### config.mk
export PLATFORM = sky130hd
export DESIGN_NAME = pipe_csel_addsub
export DESIGN_NICKNAME = d
export VERILOG_FILES = /design/src/rtl/pipe_adder_pkg.sv /design/src/rtl/pipe_csel_addsub_csel_block.sv /design/src/rtl/pipe_csel_addsub.sv
export SDC_FILE = /design/constraint.sdc
export NUM_CORES = 1
export LEC_CHECK = 0
export CORE_MARGIN = 5
export CORE_UTILIZATION = 35
export CTS_BUF_LIST = sky130_fd_sc_hd__clkbuf_4 sky130_fd_sc_hd__clkbuf_8
export DETAILED_ROUTE_END_ITERATION = 10
export MAX_ROUTING_LAYER = met4
export PLACE_DENSITY_LB_ADDON = 0.1
export SYNTH_ARGS = -nofsm -noshare
export SYNTH_HDL_FRONTEND = slang
export SYNTH_SLANG_ARGS = --single-unit
### constraint.sdc
create_clock -name clk -period 6.5 [get_ports clk]
set_input_delay 1.95 -clock clk [delete_from_list [all_inputs] [get_ports clk]]
set_output_delay 1.95 -clock clk [all_outputs]
set_load 0.005 [all_outputs]
### src/rtl/pipe_adder_pkg.sv
// Shared helpers for the pipelined carry-select adder/subtractor: slice and block
// sizing, configuration legality and the add/sub operation encoding.
package pipe_adder_pkg;

    localparam logic OP_ADD = 1'b0;
    localparam logic OP_SUB = 1'b1;

    function automatic int slice_w(input int width, input int stages);
        return (stages > 32'sd0) ? (width / stages) : width;
    endfunction

    function automatic int nblk(input int sw, input int blk);
        return (blk > 32'sd0) ? (sw / blk) : 32'sd0;
    endfunction

    // Every slice must be cut into whole carry-select blocks.
    function automatic bit cfg_legal(input int width, input int stages, input int blk);
        if ((stages < 32'sd1) || (stages > 32'sd8) || (blk < 32'sd1) || (width < 32'sd1)) begin
            return 1'b0;
        end else begin
            return ((width % stages) == 32'sd0) && (((width / stages) % blk) == 32'sd0);
        end
    endfunction

endpackage

### src/rtl/pipe_csel_addsub_csel_block.sv
// One BLK-bit carry-select block: both carry-in outcomes are precomputed and the
// real carry-in picks one.
module csel_block
    import pipe_adder_pkg::*;
#(
    parameter int BLK = 5
) (
    input  logic [BLK-1:0] a,
    input  logic [BLK-1:0] b,
    input  logic           cin,
    output logic [BLK-1:0] sum,
    output logic           cout
);

    logic [BLK:0] res0_s;
    logic [BLK:0] res1_s;

    assign res0_s      = {1'b0, a} + {1'b0, b};
    assign res1_s      = {1'b0, a} + {1'b0, b} + {{BLK{1'b0}}, 1'b1};
    assign {cout, sum} = cin ? res1_s : res0_s;

endmodule

### src/rtl/pipe_csel_addsub.sv
// Pipelined carry-select adder/subtractor with valid/ready back-pressure; slice k is
// added in stage k. Optional output saturation on signed overflow: PIPE_CSEL_SAT_EN.
module pipe_csel_addsub
    import pipe_adder_pkg::*;
#(
    parameter int WIDTH  = 20,
    parameter int STAGES = 2,
    parameter int BLK    = 5
) (
    input  logic             clk,
    input  logic             rstn,
    input  logic             in_valid,
    output logic             in_ready,
    input  logic             in_sub,
    input  logic [WIDTH-1:0] a,
    input  logic [WIDTH-1:0] b,
    input  logic             cin,
    output logic             out_valid,
    input  logic             out_ready,
    output logic [WIDTH:0]   sum,
    output logic             ovf
);

    localparam int SLICE_W = slice_w(WIDTH, STAGES);
    localparam int NBLK    = nblk(SLICE_W, BLK);
    localparam int LAST    = STAGES - 1;

    if (!cfg_legal(WIDTH, STAGES, BLK)) begin : g_bad_cfg
        $error("pipe_csel_addsub: illegal WIDTH/STAGES/BLK combination");
    end

    logic                          advance_s;
    logic [STAGES-1:0]             valid_r;
    logic [STAGES-1:0]             sub_r;
    logic [STAGES-1:0]             carry_r;
    logic [STAGES-1:0][WIDTH-1:0]  a_r;
    logic [STAGES-1:0][WIDTH-1:0]  b_r;
    logic [STAGES-1:0][WIDTH-1:0]  res_r;
    logic                          ovf_r;

    logic [STAGES-1:0]             st_valid_s;
    logic [STAGES-1:0]             st_sub_s;
    logic [STAGES-1:0]             st_c_s;
    logic [STAGES-1:0]             sl_cout_s;
    logic [STAGES-1:0][WIDTH-1:0]  st_a_s;
    logic [STAGES-1:0][WIDTH-1:0]  st_b_s;
    logic [STAGES-1:0][WIDTH-1:0]  st_res_s;
    logic [STAGES-1:0][WIDTH-1:0]  nxt_res_s;
    logic                          ovf_s;
    logic [WIDTH-1:0]              fin_res_s;
    logic                          unused_s;

    assign advance_s = !valid_r[LAST] || out_ready;
    assign in_ready  = advance_s;
    assign out_valid = valid_r[LAST];
    assign sum       = {carry_r[LAST], res_r[LAST]};
    assign ovf       = ovf_r;

    for (genvar k = 0; k < STAGES; k++) begin : g_stage
        // Stage 0 sees the raw operands (B already inverted for subtract);
        // later stages see the skewed operands and the registered carry.
        if (k == 0) begin : g_head
            assign st_valid_s[k] = in_valid;
            assign st_sub_s[k]   = in_sub;
            assign st_a_s[k]     = a;
            assign st_b_s[k]     = (in_sub == OP_SUB) ? ~b : b;
            assign st_c_s[k]     = (in_sub == OP_SUB) ? ~cin : cin;
            assign st_res_s[k]   = {WIDTH{1'b0}};
        end else begin : g_tail
            assign st_valid_s[k] = valid_r[k-1];
            assign st_sub_s[k]   = sub_r[k-1];
            assign st_a_s[k]     = a_r[k-1];
            assign st_b_s[k]     = b_r[k-1];
            assign st_c_s[k]     = carry_r[k-1];
            assign st_res_s[k]   = res_r[k-1];
        end

        logic [SLICE_W-1:0] blk_sum_s;
        logic [WIDTH-1:0]   merged_s;

        for (genvar j = 0; j < NBLK; j++) begin : g_blk
            logic cin_s;
            logic cout_s;
            if (j == 0) begin : g_first
                assign cin_s = st_c_s[k];
            end else begin : g_next
                assign cin_s = g_blk[j-1].cout_s;
            end
            csel_block #(.BLK(BLK)) u_blk (
                .a    (st_a_s[k][k*SLICE_W + j*BLK +: BLK]),
                .b    (st_b_s[k][k*SLICE_W + j*BLK +: BLK]),
                .cin  (cin_s),
                .sum  (blk_sum_s[j*BLK +: BLK]),
                .cout (cout_s)
            );
        end

        assign sl_cout_s[k] = g_blk[NBLK-1].cout_s;

        // Drop this stage's slice into the partially completed result word.
        always_comb begin
            merged_s                         = st_res_s[k];
            merged_s[k*SLICE_W +: SLICE_W]   = blk_sum_s;
        end

        assign nxt_res_s[k] = merged_s;
    end

    assign ovf_s = (st_a_s[LAST][WIDTH-1] == st_b_s[LAST][WIDTH-1]) &&
                   (nxt_res_s[LAST][WIDTH-1] != st_a_s[LAST][WIDTH-1]);

`ifdef PIPE_CSEL_SAT_EN
    // Clamp toward the sign of the operands: positive overflow only happens when A is non-negative.
    always_comb begin
        if (ovf_s) begin
            fin_res_s = st_a_s[LAST][WIDTH-1] ? {1'b1, {(WIDTH-1){1'b0}}}
                                              : {1'b0, {(WIDTH-1){1'b1}}};
        end else begin
            fin_res_s = nxt_res_s[LAST];
        end
    end
`else
    assign fin_res_s = nxt_res_s[LAST];
`endif

    // Pipeline registers: everything holds while the output is stalled.
    always_ff @(posedge clk or negedge rstn) begin
        if (!rstn) begin
            valid_r <= {STAGES{1'b0}};
            sub_r   <= {STAGES{1'b0}};
            carry_r <= {STAGES{1'b0}};
            a_r     <= {(STAGES*WIDTH){1'b0}};
            b_r     <= {(STAGES*WIDTH){1'b0}};
            res_r   <= {(STAGES*WIDTH){1'b0}};
            ovf_r   <= 1'b0;
        end else if (advance_s) begin
            for (int k = 0; k < STAGES; k++) begin
                valid_r[k] <= st_valid_s[k];
                if (st_valid_s[k]) begin
                    sub_r[k]   <= st_sub_s[k];
                    carry_r[k] <= sl_cout_s[k];
                    a_r[k]     <= st_a_s[k];
                    b_r[k]     <= st_b_s[k];
                    res_r[k]   <= (k == LAST) ? fin_res_s : nxt_res_s[k];
                end
            end
            if (st_valid_s[LAST]) begin
                ovf_r <= ovf_s;
            end
        end
    end

    assign unused_s = ^{a_r, b_r, sub_r, st_a_s, st_b_s, st_sub_s};

endmodule
# Word level (Yosys, flattened, before mapping)

Cells that the tools add are included.

Output and inout bits: 24
Input bits: 46
Register bits: 75
Word-level logic and storage cells: 31

Reductions and logical operators: 5
Equality and inequality tests: 2
Bitwise operators: 2
Muxes and demuxes: 6
$add $sub $neg: 8

Operator list:

| operator                                    | count |
|---|---|
| adder 5 x 5 -> 6 bit                        | 4 |
| adder 6 x 1 -> 6 bit, second input constant | 4 |
| 2-to-1 mux 6 bit                            | 4 |
| 2-to-1 mux 20 bit                           | 1 |
| inverter 20 bit                             | 1 |
| AND reduction 2 bit                         | 2 |
| == test 1 bit                               | 1 |
| logical AND 1 bit                           | 1 |
| zero test 1 bit                             | 1 |
| logical OR 1 bit                            | 1 |
| 2-to-1 mux 1 bit                            | 1 |
| inequality test 1 bit                       | 1 |
| inverter 1 bit                              | 1 |

# Logic depth before layout (Yosys ltp)

Depth in word-level cells: 6
Gate-level depth with buffers: 12
Depth with buffers taken out: 10

# Hierarchy

From an unflattened synthesis, not the netlist that was laid out.

Cell total of the unflattened synthesis: 258
Area total of the unflattened synthesis: 3479.6 sq um

Modules (own cells, without submodules):

| module           | area each (sq um) | instances | cells each | sequential area each (sq um) |
|---|---|---|---|---|
| pipe_csel_addsub | 2488.6            | 1         | 146        | 1376.3 |
| csel_block       | 247.7             | 4         | 28         | 0.0 |

# Least setup slack after synthesis

Ideal clock, no wire load.

Path type: in2reg
From: input port in_sub
To: register res_r, in the netlist fin_res_s[9]
Required time: 6.418 ns
Stages: 11
Library setup time: 0.082 ns
Arrival time: 4.729 ns
Slack: 1.689 ns
Path buffers: 2
Cells stage by stage: buf_4 > clkbuf_1 > xor2_1 > ha_1 > fa_1 > a21o_1 > a21oi_1 > xor2_1 > nor3b_2 > or4_1 > a31oi_1

Longest elaborated chain between the ends: 5
Elaborated cells on any way between the ends: 8
Classes of those cells: 4 x add/sub; 4 x mux

RTL lines:

| what                           | RTL line                                                             | text |
|---|---|---|
| start: declaration             | pipe_csel_addsub.sv:14                                               | `input logic in_sub,` |
| 2-to-1 mux 20 bit              | pipe_csel_addsub.sv:66                                               | `assign st_b_s[k] = (in_sub == OP_SUB) ? ~b : b;` |
| adder 5 x 5 -> 6 bit           | pipe_csel_addsub_csel_block.sv:18, pipe_csel_addsub_csel_block.sv:19 |  |
| adder 6 x 1 -> 6 bit           | pipe_csel_addsub_csel_block.sv:19                                    | `assign res1_s = {1'b0, a} + {1'b0, b} + {{BLK{1'b0}}, 1'b1};` |
| 2-to-1 mux 6 bit               | pipe_csel_addsub_csel_block.sv:20                                    | `assign {cout, sum} = cin ? res1_s : res0_s;` |
| 2-to-1 mux 6 bit (*)           | pipe_csel_addsub_csel_block.sv:20                                    |  |
| end signal: assignment         | pipe_csel_addsub.sv:134                                              | `res_r <= {(STAGES*WIDTH){1'b0}};` |
| end signal: indexed assignment | pipe_csel_addsub.sv:144                                              | `res_r[k] <= (k == LAST) ? fin_res_s : nxt_res_s[k];` |
| end: declaration               | pipe_csel_addsub.sv:38                                               | `logic [STAGES-1:0][WIDTH-1:0] res_r;` |

Every way passes the cells marked *; elsewhere a longest branch is shown, timed or not.
A chain may end at the register's enable or synchronous reset.

# Worst setup path after layout

From: input port out_ready
To: output port in_ready

Longest elaborated chain between the ends: 1

RTL lines:

| what               | RTL line               | text |
|---|---|---|
| start: declaration | pipe_csel_addsub.sv:19 | `input logic out_ready,` |
| logical OR 1 bit   | pipe_csel_addsub.sv:53 | `assign advance_s = !valid_r[LAST] \|\| out_ready;` |
| end: declaration   | pipe_csel_addsub.sv:13 | `output logic in_ready,` |

No other way between the ends.

==> run metrics <==
status finished clean; Inst Count DP 576; antenna viol nets, final 0; H-tree Lvls 2; cells after synthesis 385; root buf cell clkbuf_8; maximum number of pins on one net before global-route repair 56; max-slew violation count 0; synth unique cells 53; share of power burned in registers 0.384; clock sinks 55; Fill cells 1037; IO Port Bufs 69; vias in the first global route 2880; Clock power frac 0.177; Overall Power 1.33 mW; CP Max Fanout 7; antenna violations before repair 0; clock buffer depth 2; num rows 36; Vias between 2000 and 3000; max-cap violation count 0; Pint between 0.8 and 0.9 mW; Synth Flop Type dfrtp_1; Top cell by count, worst path clkdlybuf4s50_1; RSZ-0062 raised after global routing false; number of I/O pins 70; post-synthesis sequential area ratio 0.394; Final HPWL DP approximately 6000 um; CORE AREA approximately 9800 um2; die footprint between 10000 and 15000 um2; worst slack at placement roughly 1.1 ns; Worst Slack Setup Final about 1.3 ns; setup TNS 0 ns; fin area 4440 um2; Worst setup SP type input port; slowest CP cell clkdlybuf4s50_1; Max VDD drop between 100 and 150 uV; DRT iter0 DRCs 155; Sw Share 0.353; Syn Area/Cell ~9.1 um2; fin crit period 5.23 ns; fin util 0.454; Post-synth ARST share 1.00; EDFF count, synth 0; Slew @ Worst Pin approximately 0.69 ns; Antenna Diode Count 0; layout cell share with drive strength beyond 1 0.0554; r2r setup slk roughly 3.7 ns; final setup vio count 0; Tcrit/Tclk final 0.804; CP required roughly 4.6 ns; first-pass GRT wire length 13400 um; total iterations of the first detailed-routing run 5; Bufs and invs on worst path 2; hold slack approximately 0.47 ns; synthesized area 3500 um2; Global Route Usage Sum 0.141; CP Cell Sequence clkdlybuf4s50_1, nand2b_1, clkdlybuf4s50_1; Switching Power 0.469 mW; hold_buf cts 0; Hold Fails Final Rpt 0; Peak Freq around 0.19 GHz; clk_lat worst skew slightly above 0.3 ns; DR DRC count 0; CP arrival ~3.3 ns; Routed WL 7800 um; initial core utilization 0.358; clock skew 0.0110 ns; P per Cell Area approximately 300 nW/um2; Die X between 100 and 150 um; CTS buffer count 5; CTS resizes 0; endpoint class of the critical path output pin; Pleak about 1.9 nW; Yosys reg bits 55; Vias per Instance 4.91; area growth from synthesis to layout 27.0%; grt ovf 0; Logic pwr share 0.439; Hold Path Class reg2reg; crit path kind in2out; Final GP Congestion roughly 0.80; Yosys warnings 0; Slew headroom 0.541; largest stage delay on the critical path between 0.5 and 0.6 ns; Avg WL per Cell about 13 um; Reg clk slew, reported paths between 0.1 and 0.15 ns; CTS tree done; Non-Filler Instances between 500 and 600; Die Y 110 um; # nets final 524; delay-heaviest family, CP buffers and inverters; DP Area 4320 um2; Net Count, Synth between 400 and 500; Post-CTS Setup Bufs 0
Yosys cell counts, drive strengths merged (2+ instances only):
master | n | area (um2)
nand2 | 93 | 349
or3 | 5 | 31.3
ha | 24 | 300
a21oi | 11 | 55.1
and4 | 4 | 37.5
clkbuf | 15 | 56.3
dfrtp | 55 | 1380
xor2 | 19 | 193
nand2b | 3 | 18.8
o211ai | 3 | 22.5
o21ai | 29 | 145
nor4 | 2 | 12.5
o21bai | 2 | 15.0
fa | 4 | 80.1
o31ai | 4 | 35.0
and3 | 4 | 30.0
a211oi | 2 | 20.0
a211o | 5 | 43.8
nor2 | 12 | 45.0
a311oi | 2 | 23.8
inv | 13 | 48.8
nand4b | 2 | 17.5
o41ai | 2 | 17.5
or2 | 2 | 12.5
or4 | 5 | 41.3
nand3 | 9 | 45.0
nor3b | 2 | 20.0
nand4 | 5 | 31.3
xnor2 | 20 | 175
a21o | 3 | 22.5
o21a | 2 | 15.0
and2 | 4 | 25.0
a31oi | 8 | 50.1
power by group through the flow:
stage,Sequential [mW],Clock [mW],Combinational (mW)
global placement,0.519,0,0.582
CTS,0.514,0.245,0.594
detailed placement,0.522,0,0.591
floorplan,0.507,0,0.352
global route,0.527,0.257,0.665
finish,0.511,0.236,0.583
flip-flops by register name (all words and copies together), names as in the netlist:
register	flops
valid_r	2
ovf	1
carry_r	2
sum	20
fin_res_s	10
b_r	10
a_r	10
worst paths after layout:
kind | endpoint | start | cells past startpoint
min in group asynchronous | b_r[14]$_DFFE_PN0P_ | rstn | 2
worst min-delay path | sum[2]$_DFFE_PN0P_ | fin_res_s[2]$_DFFE_PN0P_ | 2
worst max-delay path | in_ready | out_ready | 3
max in group asynchronous | sum[18]$_DFFE_PN0P_ | rstn | 2
worst min register to register | sum[2]$_DFFE_PN0P_ | fin_res_s[2]$_DFFE_PN0P_ | 2
worst max register to register | sum[19]$_DFFE_PN0P_ | a_r[10]$_DFFE_PN0P_ | 8
cells in the final DEF (no fill, tap or decap), types with 2 or more instances in the layout:
cell type,count
a21o_1,3
and3_1,3
o21ai_0,29
a31oi_1,8
o21a_1,2
o21bai_1,2
clkbuf_8,5
clkdlybuf4s50_1,68
inv_1,13
nand4_1,5
or4_1,4
or3_1,5
nor2_1,12
xor2_1,17
nand3_1,9
ha_1,24
nand2_1,93
nor4_1,2
nand2b_1,3
a211o_1,5
buf_4,5
a21oi_1,11
o41ai_1,2
or2_1,2
o211ai_1,3
dfrtp_1,55
nand4b_1,2
and4_1,3
xnor2_1,20
and2_1,3
o31ai_1,3
fa_1,4
worst min-delay path, cell delays in order (launching register included):
cell	delay, ns
dfrtp_1	0.36
nand2_1	0.05
nand2_1	0.05
cells by family (layout without fill, tap and decap cells):
| logic type | after synthesis | in the layout | share of synthesized area |
|---|---|---|---|
| simple gates | 155 | 155 | 0.211 |
| compound gates | 78 | 78 | 0.146 |
| flops | 55 | 55 | 0.394 |
| xor+xnor | 39 | 39 | 0.105 |
| buf+inv | 29 | 95 | 0.0322 |
| fa+ha+maj | 28 | 28 | 0.109 |
| mux | 1 | 1 | 0.00286 |
layout make-up:
cell class,instances,area [um2],share of cell area
repair buffers,74,723,0.163
multi-input cells,301,2010,0.452
inverters,13,48.8,0.0110
well taps,133,166,0.0375
clock inverters,3,47.5,0.0107
clock buffers,5,68.8,0.0155
flip-flops and latches,55,1380,0.310
routing by layer:
metal  routed length (um)  track usage  up-vias
li1                     -            -     1464
met1                 3620        0.185     1340
met2                 3800        0.232       57
met3                  288       0.0164        6
met4                   91       0.0356        0
met5                    0            -        -
No activity file was read; power rests on OpenSTA's default activity.
